--- src/rtl/inner_prod_mac.sv ---
// Sequential signed inner product of two packed N-element vectors, LANES MACs per beat.
// Optional saturation of the result is enabled by defining INTPROD_SAT_EN.
module inner_prod_mac #(
  parameter int unsigned DW    = 8,
  parameter int unsigned N     = 5,
  parameter int unsigned LANES = 1
) (
  input  logic            clk,
  input  logic            rst,
  input  logic            in_valid,
  output logic            in_ready,
  input  logic [N*DW-1:0] lin,
  input  logic [N*DW-1:0] col,
  output logic            out_valid,
  input  logic            out_ready,
  output logic [DW-1:0]   n_out,
  output logic            ovf
);

  localparam int unsigned K  = N / LANES;
  localparam int unsigned AW = 2 * DW + $clog2(N) + 1;
  localparam int unsigned BW = (K > 1) ? $clog2(K) : 1;

  localparam logic [BW-1:0]        LastBeat = BW'(K - 1);
  localparam logic signed [AW-1:0] SumMax   = {{(AW - DW + 1){1'b0}}, {(DW - 1){1'b1}}};
  localparam logic signed [AW-1:0] SumMin   = {{(AW - DW + 1){1'b1}}, {(DW - 1){1'b0}}};

  if ((N % LANES) != 0) begin : gen_lanes_chk
    $error("inner_prod_mac: N must be a multiple of LANES");
  end

  typedef enum logic [1:0] {StIdle, StRun, StDone} state_e;

  state_e               state_q, state_d;
  logic [N*DW-1:0]      lin_q, lin_d;
  logic [N*DW-1:0]      col_q, col_d;
  logic signed [AW-1:0] acc_q, acc_d;
  logic [BW-1:0]        beat_q, beat_d;
  logic [DW-1:0]        n_out_q, n_out_d;
  logic                 ovf_q, ovf_d;

  logic [31:0]          elem_base;
  logic signed [AW-1:0] prod_ext [LANES];
  logic signed [AW-1:0] lane_sum;
  logic signed [AW-1:0] acc_sum;
  logic                 sum_ovf;
  logic [DW-1:0]        sum_res;

  assign elem_base = 32'(beat_q) * LANES;

  // Full-precision product per lane, sign-extended to the accumulator width.
  for (genvar g = 0; g < LANES; g++) begin : gen_lane
    logic signed [DW-1:0]   lane_a;
    logic signed [DW-1:0]   lane_b;
    logic signed [2*DW-1:0] lane_p;

    assign lane_a      = lin_q[(elem_base + g) * DW +: DW];
    assign lane_b      = col_q[(elem_base + g) * DW +: DW];
    assign lane_p      = lane_a * lane_b;
    assign prod_ext[g] = {{(AW - 2 * DW){lane_p[2*DW-1]}}, lane_p};
  end

  always_comb begin
    lane_sum = '0;
    for (int l = 0; l < int'(LANES); l++) begin
      lane_sum = lane_sum + prod_ext[l];
    end
    acc_sum = acc_q + lane_sum;
    sum_ovf = (acc_sum > SumMax) || (acc_sum < SumMin);
  end

`ifdef INTPROD_SAT_EN
  always_comb begin
    sum_res = acc_sum[DW-1:0];
    if (sum_ovf) begin
      sum_res = acc_sum[AW-1] ? {1'b1, {(DW - 1){1'b0}}} : {1'b0, {(DW - 1){1'b1}}};
    end
  end
`else
  assign sum_res = acc_sum[DW-1:0];
`endif

  always_comb begin
    state_d = state_q;
    lin_d   = lin_q;
    col_d   = col_q;
    acc_d   = acc_q;
    beat_d  = beat_q;
    n_out_d = n_out_q;
    ovf_d   = ovf_q;
    unique case (state_q)
      StIdle: begin
        if (in_valid) begin
          lin_d   = lin;
          col_d   = col;
          acc_d   = '0;
          beat_d  = '0;
          state_d = StRun;
        end
      end
      StRun: begin
        acc_d = acc_sum;
        if (beat_q == LastBeat) begin
          n_out_d = sum_res;
          ovf_d   = sum_ovf;
          state_d = StDone;
        end else begin
          beat_d = beat_q + BW'(1);
        end
      end
      StDone: begin
        if (out_ready) begin
          state_d = StIdle;
        end
      end
      default: state_d = StIdle;
    endcase
  end

  always_ff @(posedge clk) begin
    if (rst) begin
      state_q <= StIdle;
      lin_q   <= '0;
      col_q   <= '0;
      acc_q   <= '0;
      beat_q  <= '0;
      n_out_q <= '0;
      ovf_q   <= 1'b0;
    end else begin
      state_q <= state_d;
      lin_q   <= lin_d;
      col_q   <= col_d;
      acc_q   <= acc_d;
      beat_q  <= beat_d;
      n_out_q <= n_out_d;
      ovf_q   <= ovf_d;
    end
  end

  assign in_ready  = (state_q == StIdle);
  assign out_valid = (state_q == StDone);
  assign n_out     = n_out_q;
  assign ovf       = ovf_q;

endmodule

--- config.mk ---
export PLATFORM = sky130hd
export DESIGN_NAME = inner_prod_mac
export DESIGN_NICKNAME = d
export VERILOG_FILES = /design/src/rtl/inner_prod_mac.sv
export SDC_FILE = /design/constraint.sdc
export NUM_CORES = 1
export LEC_CHECK = 0
export CORE_UTILIZATION = 45
export CTS_CLUSTER_SIZE = 10
export DETAILED_ROUTE_END_ITERATION = 10
export GPL_ROUTABILITY_DRIVEN = 0
export GPL_TIMING_DRIVEN = 0
export PLACE_DENSITY_LB_ADDON = 0.25
export SKIP_CTS_REPAIR_TIMING = 1
export SLEW_MARGIN = 20
export SYNTH_ARGS = -nofsm -noshare
export SYNTH_HDL_FRONTEND = slang
export SYNTH_SLANG_ARGS = --single-unit
--- constraint.sdc ---
create_clock -name clk -period 12.7 [get_ports clk]
set_input_delay 1.27 -clock clk [delete_from_list [all_inputs] [get_ports clk]]
set_output_delay 1.27 -clock clk [all_outputs]
set_load 0.005 [all_outputs]
# After elaboration in Yosys (flattened, before gate mapping)

Index checks and enable logic that the tools add are counted.

Bits in registers: 114

$lt $le $gt $ge: 2
Add/subtract/negate cells: 2
Mux-type cells: 9
Reductions and logical operators: 8
Multiply operators: 1
Shift-type cells: 2
Eq/ne operators: 7

Operators by type and width:

| kind                                                           | count |
|---|---|
| indexed part select 40 x 7 -> 8 bit                            | 2 |
| one-hot mux 20 bit (2 select lines)                            | 1 |
| adder 20 x 16 -> 20 bit                                        | 1 |
| greater-than comparator 20 x 8 -> 1 bit, second input constant | 1 |
| < comparator 20 x 8 -> 1 bit, second input constant            | 1 |
| two-way mux 20 bit                                             | 1 |
| multiplier 8 x 8 -> 16 bit                                     | 1 |
| two-way mux 2 bit                                              | 3 |
| two-way mux 3 bit                                              | 2 |
| != test 2 bit, second input constant                           | 3 |
| one-hot mux 2 bit (3 select lines)                             | 1 |
| one-hot mux 3 bit (2 select lines)                             | 1 |
| AND reduction 2 bit                                            | 3 |
| AND reduction 3 bit                                            | 2 |
| adder 3 x 1 -> 3 bit, second input constant                    | 1 |
| equality test 3 bit, second input constant                     | 1 |
| equality test 2 x 1 -> 1 bit, second input constant            | 1 |
| equality test 2 bit, second input constant                     | 1 |
| logical NOT 2 bit                                              | 1 |
| != test 2 x 1 -> 1 bit, second input constant                  | 1 |
| nonzero test 2 bit                                             | 1 |
| logical OR 1 bit                                               | 1 |

# Longest topological paths before layout

Gate-level depths: netlist (run 1).

Word-level depth: 5
Depth in mapped cells: 24

# Worst setup path before layout (run 1)

No wires, ideal clock.

Path type: flip-flop to flip-flop
Start: register beat_q[0]
End: register ovf_q, in the netlist ovf
Setup time: 0.132 ns
Arrival time: 7.072 ns
Stages on the path, launching flop included: 21
Path slack: 5.496 ns
Period minus slack after synthesis: 7.204 ns
Path through: dfxtp_1 > clkbuf_1 > nor3_1 > clkbuf_1 > a22oi_1 > nor2_1 > fa_1 > fa_1 > inv_1 > fa_1 > fa_1 > inv_1 > fa_1 > ha_1 > o21a_1 > a21boi_1 > o21ai_1 > xor2_1 > or4_1 > nor4_1 > a211oi_1

Word-level cells in the longest chain between the ends: 5
Elaborated cells on any way between the ends: 9

RTL lines:

| what                                                                                           | RTL line | source |
|---|---|---|
| start, declared                                                                                | 38       | `logic [BW-1:0] beat_q, beat_d;` |
| start signal, assigned                                                                         | 134      | `beat_q <= beat_d;` |
| indexed part select 40 x 7 -> 8 bit (on tied branches)                                         | 57, 58   |  |
| multiplier 8 x 8 -> 16 bit                                                                     | 59       | `assign lane_p = lane_a * lane_b;` |
| adder 20 x 16 -> 20 bit                                                                        | 68       | `acc_sum = acc_q + lane_sum;` |
| greater-than comparator 20 x 8 -> 1 bit / < comparator 20 x 8 -> 1 bit (equally long branches) | 69       | `sum_ovf = (acc_sum > SumMax) \|\| (acc_sum < SumMin);` |
| logical OR 1 bit                                                                               | 69       |  |
| end signal, assigned                                                                           | 136      | `ovf_q <= ovf_d;` |
| end, declared                                                                                  | 40       | `logic ovf_q, ovf_d;` |

Parallel ways exist; a longest one is shown, timed or not.
A chain may end at the register's enable or synchronous reset.

# Worst setup path in the final report (run 1)

Ends and elaborated chain as after synthesis.

==> results of run 1 <==
## power by group
part / switching, mW / total [mW] / internal [mW]
Combinational: 0.185 / 0.321 / 0.136
Sequential: 0.0126 / 0.391 / 0.378
Clock: 0.179 / 0.450 / 0.270
## worst reg2reg max path: cells and delay by family (launching register included)
kind,cells,cell delay [ps]
adders and majority gates,6,2610
AOI/OAI and AO/OA,3,730
and+or+nand+nor,7,3100
DFF,1,310
buffers and inverters,4,1100
## how the worst max path moves through the flow
| stage | startpoint | endpoint | slack, ps |
|---|---|---|---|
| global placement | beat_q[0] | ovf | 3990 |
| detailed placement | beat_q[0] | ovf | 4820 |
| finish | beat_q[0] | ovf | 4730 |
| CTS | beat_q[0] | ovf | 4770 |
| floorplan | beat_q[0] | ovf | 5500 |
| global route | beat_q[0] | ovf | 4270 |
## layout make-up
cell class / count / area share
Clock buffer: 18 / 0.0418
Multi-Input combinational cell: 721 / 0.544
Tap cell: 229 / 0.0279
Inverter: 111 / 0.0406
Timing Repair Buffer: 94 / 0.0922
Clock inverter: 14 / 0.0130
Sequential cell: 114 / 0.222
Buffer: 50 / 0.0185
## metrics by stage
stage / power, mW / worst slack (ps) / hold slack [ps]
floorplan: 0.619 / 5500 / 433
global placement: 0.711 / 3990 / 438
detailed placement: 0.717 / 4820 / 445
CTS: 1.16 / 4770 / 453
global route: 1.22 / 4270 / 470
finish: 1.16 / 4730 / 454
## cell usage after synthesis, types with 3 or more instances
library cell  number
nand2_1          199
dfxtp_1          114
inv_1            111
a21oi_1          109
fa_1              88
nor2_1            81
ha_1              48
clkbuf_1          46
a22oi_1           22
o21ai_0           15
mux4_2            11
xnor2_1           11
nand2b_1          10
nor3_1             9
o21a_1             9
nand3_1            8
nor2b_1            8
mux2i_1            7
o211ai_1           6
a211o_1            5
a211oi_1           5
mux2_2             5
a22o_1             4
o21ai_1            4
o21bai_1           4
and3b_1            3
nor3b_1            3
nor4_1             3
or2_2              3
or3_1              3
xor2_1             3
## cells in the final DEF, fill, tap and decap left out, drive strengths merged, types with 3 or more instances in the layout
cell type and instances:
clkdlybuf4s50 93, nor3b 3, a22oi 22, or3 3, nand2b 10, xor2 3, clkinv 4, inv 113
nand2 199, or2 3, dfxtp 114, nand3 8, a211oi 5, xnor2 11, mux2 5, and3b 3
nor2b 8, nor2 81, clkbuf 64, a21oi 109, fa 88, o21a 9, o21bai 4, o21ai 20
nor3 11, ha 48, a211o 5, nor4 3, clkinvlp 7, mux2i 7, o211ai 6, mux4 11
buf 5, a22o 4
## cells by family (layout without fill, tap and decap cells)
| logic type | count (synthesis) | in the layout | share of synthesized area |
|---|---|---|---|
| muxes | 23 | 23 | 0.0442 |
| AOI/OAI and AO/OA | 206 | 206 | 0.149 |
| adders and majority gates | 136 | 136 | 0.279 |
| DFF | 114 | 114 | 0.270 |
| and+or+nand+nor | 342 | 342 | 0.171 |
| buffers and inverters | 161 | 287 | 0.0717 |
| xor gates and xnor gates | 14 | 14 | 0.0145 |
## registers in the layout, summed over array words and instances (netlist names)
register / cells
acc_q: 20
ovf: 1
n_out: 8
state_q: 2
col_q: 40
lin_q: 40
beat_q: 3
## per-layer routing
layer	wire [um]	part of all wire
met2	10300	0.48
met1	9710	0.45
met5	0	0
met3	1210	0.056
met4	409	0.019
==> results.md, run 1 <==
- Relative slew slack: 0.381
- H-tree Lvls: 4
- Pin count of the biggest net entering global routing: 17
- Via count: just over 7000
- Worst R2R Start: beat_q[0]
- Top cell by count, worst path: fa_1
- Outcome: finished clean
- Critical path data arrival time: between 8000 and 9000 ps
- Top post-synthesis cells by area: dfxtp_1, fa_1, nand2_1, ha_1, a21oi_1
- Met3 Use GR: 0.0363
- Crit path launch type: flip-flop
- Worst EP required: 12970 ps
- Mean area per synthesized cell: 8.50 um2
- Cell family with most CP delay: simple AND/OR/NAND/NOR gates
- # setup viols final: 0
- Hold endpoint: lin_q[29]
- Sequential share of the synthesized area: 0.270
- DP Area: 9700 um2
- Slowest stage delay, CP: roughly 800 ps
- Multi-input logic area: ~5600 um2
- Area share of the largest cell type after synthesis: 0.270
- Final Util: 0.564
- Syn Std Cell Area: 8460 um2
- Setup TNS Final: 0 ps
- PortBufs: 93
- DRT Pass-1 Iters: 5
- Final Critical Period: 7970 ps
- Grt ovf: 0
- DIE AREA: 19400 um2
- FF/Latch Area: 2280 um2
- Final Hold Violating Endpoints: 0
- Number of flops mapped to enable cells by yosys: 0
- DRC Markers: 0
- Slew Limit Fails: 0
- Pwr Density: 113 nW/um2
- FF-to-FF setup slack: around 4700 ps
- CTS tree: built
- Clk root buf: clkbuf_16
- Share of synthesized registers carrying an async set or reset: 0
- Worst Reg-to-Reg Cells: 20
- Finished Layout Cells: 1351
- Core area: about 18000 um2
- Initial antenna violation count: 0
- Yosys reg bits: 114
- Gr busiest metal: met2
- Worst Hold Class: reg -> reg
- Worst slew pin tran: 928 ps
- Synth area leader: dfxtp_1
- Clock sink count: 114
- Hold path start: lin_q[29]
- IO Count: 95
- Grt met1 use: 0.312
- Netlist cell types: 59
- Synth Warn #: 0
- Tcrit/Tclk final: 0.628
- Die Span Y: around 140 um
- Wire per inst: 16.0 um
- Hold depth: 2
- Maxcap violations: 0
- Post-DRT Antenna Nets: 0
- Via count of the first global-routing pass: 7205
- First-pass GRT wire length: 35700 um
- Mapped Cells: approximately 1000
- # fillers: 1657
- WS Path Type: reg -> reg
- Worst-path clk slew: 60 ps
- Critical Path End Type: flip-flop
- Final nets: around 1300
- HPWL Detailed: 17200 um
- CP Depth: 20
- Clock skew: 10.7 ps
- Slowest CP cell: nor3_1
- Row count: 49
- Clock Latency Late Sink: 420 ps
- Crit-path max FO: 12
- Total CTS buffers: 17
- Die W: around 140 um
- Fmax: about 0.13 GHz
- Syn nets: approximately 1200
- Dpl cells: 1319
- RSZ-0062 raised after global routing: false
- Ys flop type: dfxtp_1
- DR iter-0 viols: 380
- Worst vdd ir: approximately 0.096 mV
- Routed vias/inst: between 5 and 6
- WL final: 21700 um
- Area Overhead vs Synth: 21.3%
- Crit-path cells: clkbuf_1 -> nor3_1 -> clkbuf_1 -> a22o_1 -> inv_1 -> nor2_2 -> fa_1 -> fa_1 -> fa_1 -> fa_1 -> ha_1 -> ha_1 -> clkbuf_1 -> o21ai_1 -> or3_1 -> nand3_1 -> nor4b_1 -> nand3_1 -> nor4_1 -> a211oi_1
- Static Leak: between 4 and 5 nW
- Finished layout cell area: 10300 um2
- Met2 GRT Util: 0.386
- GRT Overall Usage: 0.233
- RR Endpoint: ovf
- Antenna Cells: 0
- Share of cells above drive strength 1: 0.0526
- Initial core utilization: 0.465
- Buf/Inv on CP: 4
- CTS max path bufs: 2
Note: power is estimated with default switching activity, not from simulation.
==> inputs of run 2 (changes only) <==
==> constraint.sdc (replaced) <==
create_clock -name clk -period 7.3 [get_ports clk]
set_input_delay 0.73 -clock clk [delete_from_list [all_inputs] [get_ports clk]]
set_output_delay 0.73 -clock clk [all_outputs]
set_load 0.005 [all_outputs]
==> run 2 against run 1 <==
Effect of this change:
- first-iteration DRC count fell by 3.2%
- clock skew rose by 3.6 ps
- non-clock buffer count rose by 9
- count of clock-buffer cells in the layout did not move
- setup slack got worse by 4500 ps
- sequential power rose by 74%
- total power rose by 75%
- final area rose by 1.8%
- sequential share of layout area fell by 0.39 points
- hold slack got worse by 1.1 ps
- clock power rose by 74%
- critical path depth did not move
- largest cell class unchanged
- highest routed layer unchanged
==> results.md, run 2 (synthesized netlist as in run 1, its figures left out) <==
- Outcome: finished clean (unchanged)
- PortBufs: 93 (unchanged)
- Row count: 49 (unchanged)
- Pin count of the biggest net entering global routing: 17 (unchanged)
- WL final: 21800 um (was 21700 um)
- First-pass GRT wire length: 35700 um (unchanged)
- Clk root buf: clkbuf_16 (unchanged)
- Worst EP required: 7570 ps (was 12970 ps)
- Critical Path End Type: flip-flop (unchanged)
- HPWL Detailed: 17200 um (unchanged)
- Fmax: 0.142 GHz (was 0.125 GHz)
- Worst vdd ir: 0.165 mV (was 0.0956 mV)
- Worst Hold Class: reg -> reg (unchanged)
- Maxcap violations: 0 (unchanged)
- Tcrit/Tclk final: 0.964 (was 0.628)
- Post-DRT Antenna Nets: 0 (unchanged)
- Relative slew slack: 0.513 (was 0.381)
- DR iter-0 viols: 368 (was 380)
- Initial core utilization: 0.465 (unchanged)
- Final Hold Violating Endpoints: 0 (unchanged)
- Routed vias/inst: 5.33 (was 5.31)
- Final nets: 1338 (was 1329)
- Clock Latency Late Sink: 410 ps (was 420 ps)
- Crit-path max FO: 10 (was 12)
- IO Count: 95 (unchanged)
- CTS max path bufs: 2 (unchanged)
- Pwr Density: 195 nW/um2 (was 113 nW/um2)
- Static Leak: 4.50 nW (was 4.43 nW)
- Pint: 1.37 mW (was 0.785 mW)
- Core area: 18200 um2 (unchanged)
- Reg power frac: 0.334 (was 0.336)
- Grt ovf: 0 (unchanged)
- H-tree Lvls: 4 (unchanged)
- Largest regs: col_q (40), lin_q (40), acc_q (20) (unchanged)
- Via count of the first global-routing pass: 7205 (unchanged)
- Top cell by count, worst path: fa_1 (unchanged)
- GRT Overall Usage: 0.233 (unchanged)
- Net switching power: 0.662 mW (was 0.377 mW)
- Finished layout cell area: 10400 um2 (was 10300 um2)
- Comb pwr share: 0.282 (was 0.276)
- Crit-path cells: clkbuf_2 -> buf_2 -> mux4_2 -> a22oi_2 -> nor2_1 -> fa_2 -> inv_1 -> fa_1 -> inv_1 -> fa_1 -> fa_1 -> ha_1 -> ha_1 -> nand2_1 -> or3_1 -> o21ai_1 -> xor2_1 -> or4_1 -> nor4_2 -> a211oi_1 (was clkbuf_1 -> nor3_1 -> clkbuf_1 -> a22o_1 -> inv_1 -> nor2_2 -> fa_1 -> fa_1 -> fa_1 -> fa_1 -> ha_1 -> ha_1 -> clkbuf_1 -> o21ai_1 -> or3_1 -> nand3_1 -> nor4b_1 -> nand3_1 -> nor4_1 -> a211oi_1)
- Total CTS buffers: 17 (unchanged)
- CTS tree: built (unchanged)
- Hold depth: 2 (unchanged)
- Slowest CP cell: fa_2 (was nor3_1)
- Clock sink count: 114 (unchanged)
- Worst-path clk slew: 60 ps (about the same)
- Via count: 7252 (was 7176)
- Share of cells above drive strength 1: 0.0787 (was 0.0526)
- Most frequent cells in the layout: nand2_1, dfxtp_1, inv_1 (unchanged)
- Crit path launch type: flip-flop (unchanged)
- Die Span Y: 139 um (unchanged)
- Worst hold slack: 452 ps (was 454 ps)
- # setup viols final: 0 (unchanged)
- Slowest stage delay, CP: 620 ps (was 790 ps)
- Antenna Cells: 0 (unchanged)
- Final Util: 0.574 (was 0.564)
- Initial antenna violation count: 0 (unchanged)
- Slew Limit Fails: 0 (unchanged)
- Die W: 139 um (unchanged)
- DRT Pass-1 Iters: 5 (unchanged)
- Sw Share: 0.325 (was 0.324)
- Commonest non-fill, non-tap cell in the layout: nand2_1 (unchanged)
- DRC Markers: 0 (unchanged)
- WS Path Type: reg -> reg (unchanged)
- Worst Reg-to-Reg Cells: 20 (unchanged)
- Area Overhead vs Synth: 23.4% (was 21.3%)
- Final Critical Period: 7040 ps (was 7970 ps)
- DP Area: 9700 um2 (unchanged)
- Clock skew: 14.3 ps (was 10.7 ps)
- Wire per inst: 16.0 um (about the same)
- DIE AREA: 19400 um2 (unchanged)
- Worst slew pin tran: 722 ps (was 928 ps)
- Clock share of power: 0.383 (was 0.387)
- Critical path data arrival time: 7300 ps (was 8240 ps)
==> run 2: cell count changes in the layout (fill, tap and decap cells not counted), sizes merged <==
cell | previous run | this run
inv | 113 | 112
clkinvlp | 7 | 8
buf | 5 | 14
==> run 2: worst max-delay path, delay by kind of cell (launching register included) <==
| kind | cells | cell delay (ps) |
|---|---|---|
| AND/OR/NAND/NOR | 5 | 1600 |
| XOR/XNOR | 1 | 120 |
| adder cells (fa/ha/maj) | 6 | 2900 |
| multiplexers | 1 | 390 |
| flip-flops | 1 | 330 |
| buffers and inverters | 4 | 770 |
| AO/OA/AOI/OAI | 3 | 750 |
==> run 2: layer usage <==
metal,vias to the layer above,GRT usage,part of all wire
li1,3529,-,-
met1,3446,0.312,0.44
met2,250,0.386,0.48
met3,27,0.0363,0.062
met4,0,0.0743,0.016
met5,-,0,0
==> run 2: layout make-up <==
class | count | area [um2]
Buffer | 50 | 206
Tap cell | 229 | 287
Fill cell | 1633 | 7760
Sequential cell | 114 | 2280
Timing Repair Buffer | 103 | 1030
Inverter | 111 | 420
Clock inverter | 14 | 134
Clock buffer | 18 | 429
Multi-Input combinational cell | 721 | 5660
==> run 2: power groups by stage <==
stage	clock, mW	combinational [mW]	sequential [mW]
after global routing	0.817	0.645	0.684
after global placement	0	0.545	0.692
after floorplan	0	0.391	0.686
after detailed placement	0	0.554	0.693
after CTS	0.787	0.559	0.680
final	0.781	0.575	0.681
==> run 2: path summary, 6_finish.rpt <==
path	from	to	slack (ps)
worst max-delay path	beat_q[1]	ovf	260
worst max register to register	beat_q[1]	ovf	260
worst min register to register	col_q[29]	col_q[29]	450
worst min-delay path	col_q[29]	col_q[29]	450
==> run 2: stage by stage <==
step	TNS (ps)	worst slack [ps]	total power [mW]	instances
2_1_floorplan	0	96.0	1.08	996
3_3_place_gp	-9080	-1410	1.24	1318
3_5_place_dp	-1300	-585	1.25	1319
4_1_cts	-1480	-630	2.03	1351
5_1_grt	-49.6	-49.6	2.15	1360
6_report	0	263	2.04	1360
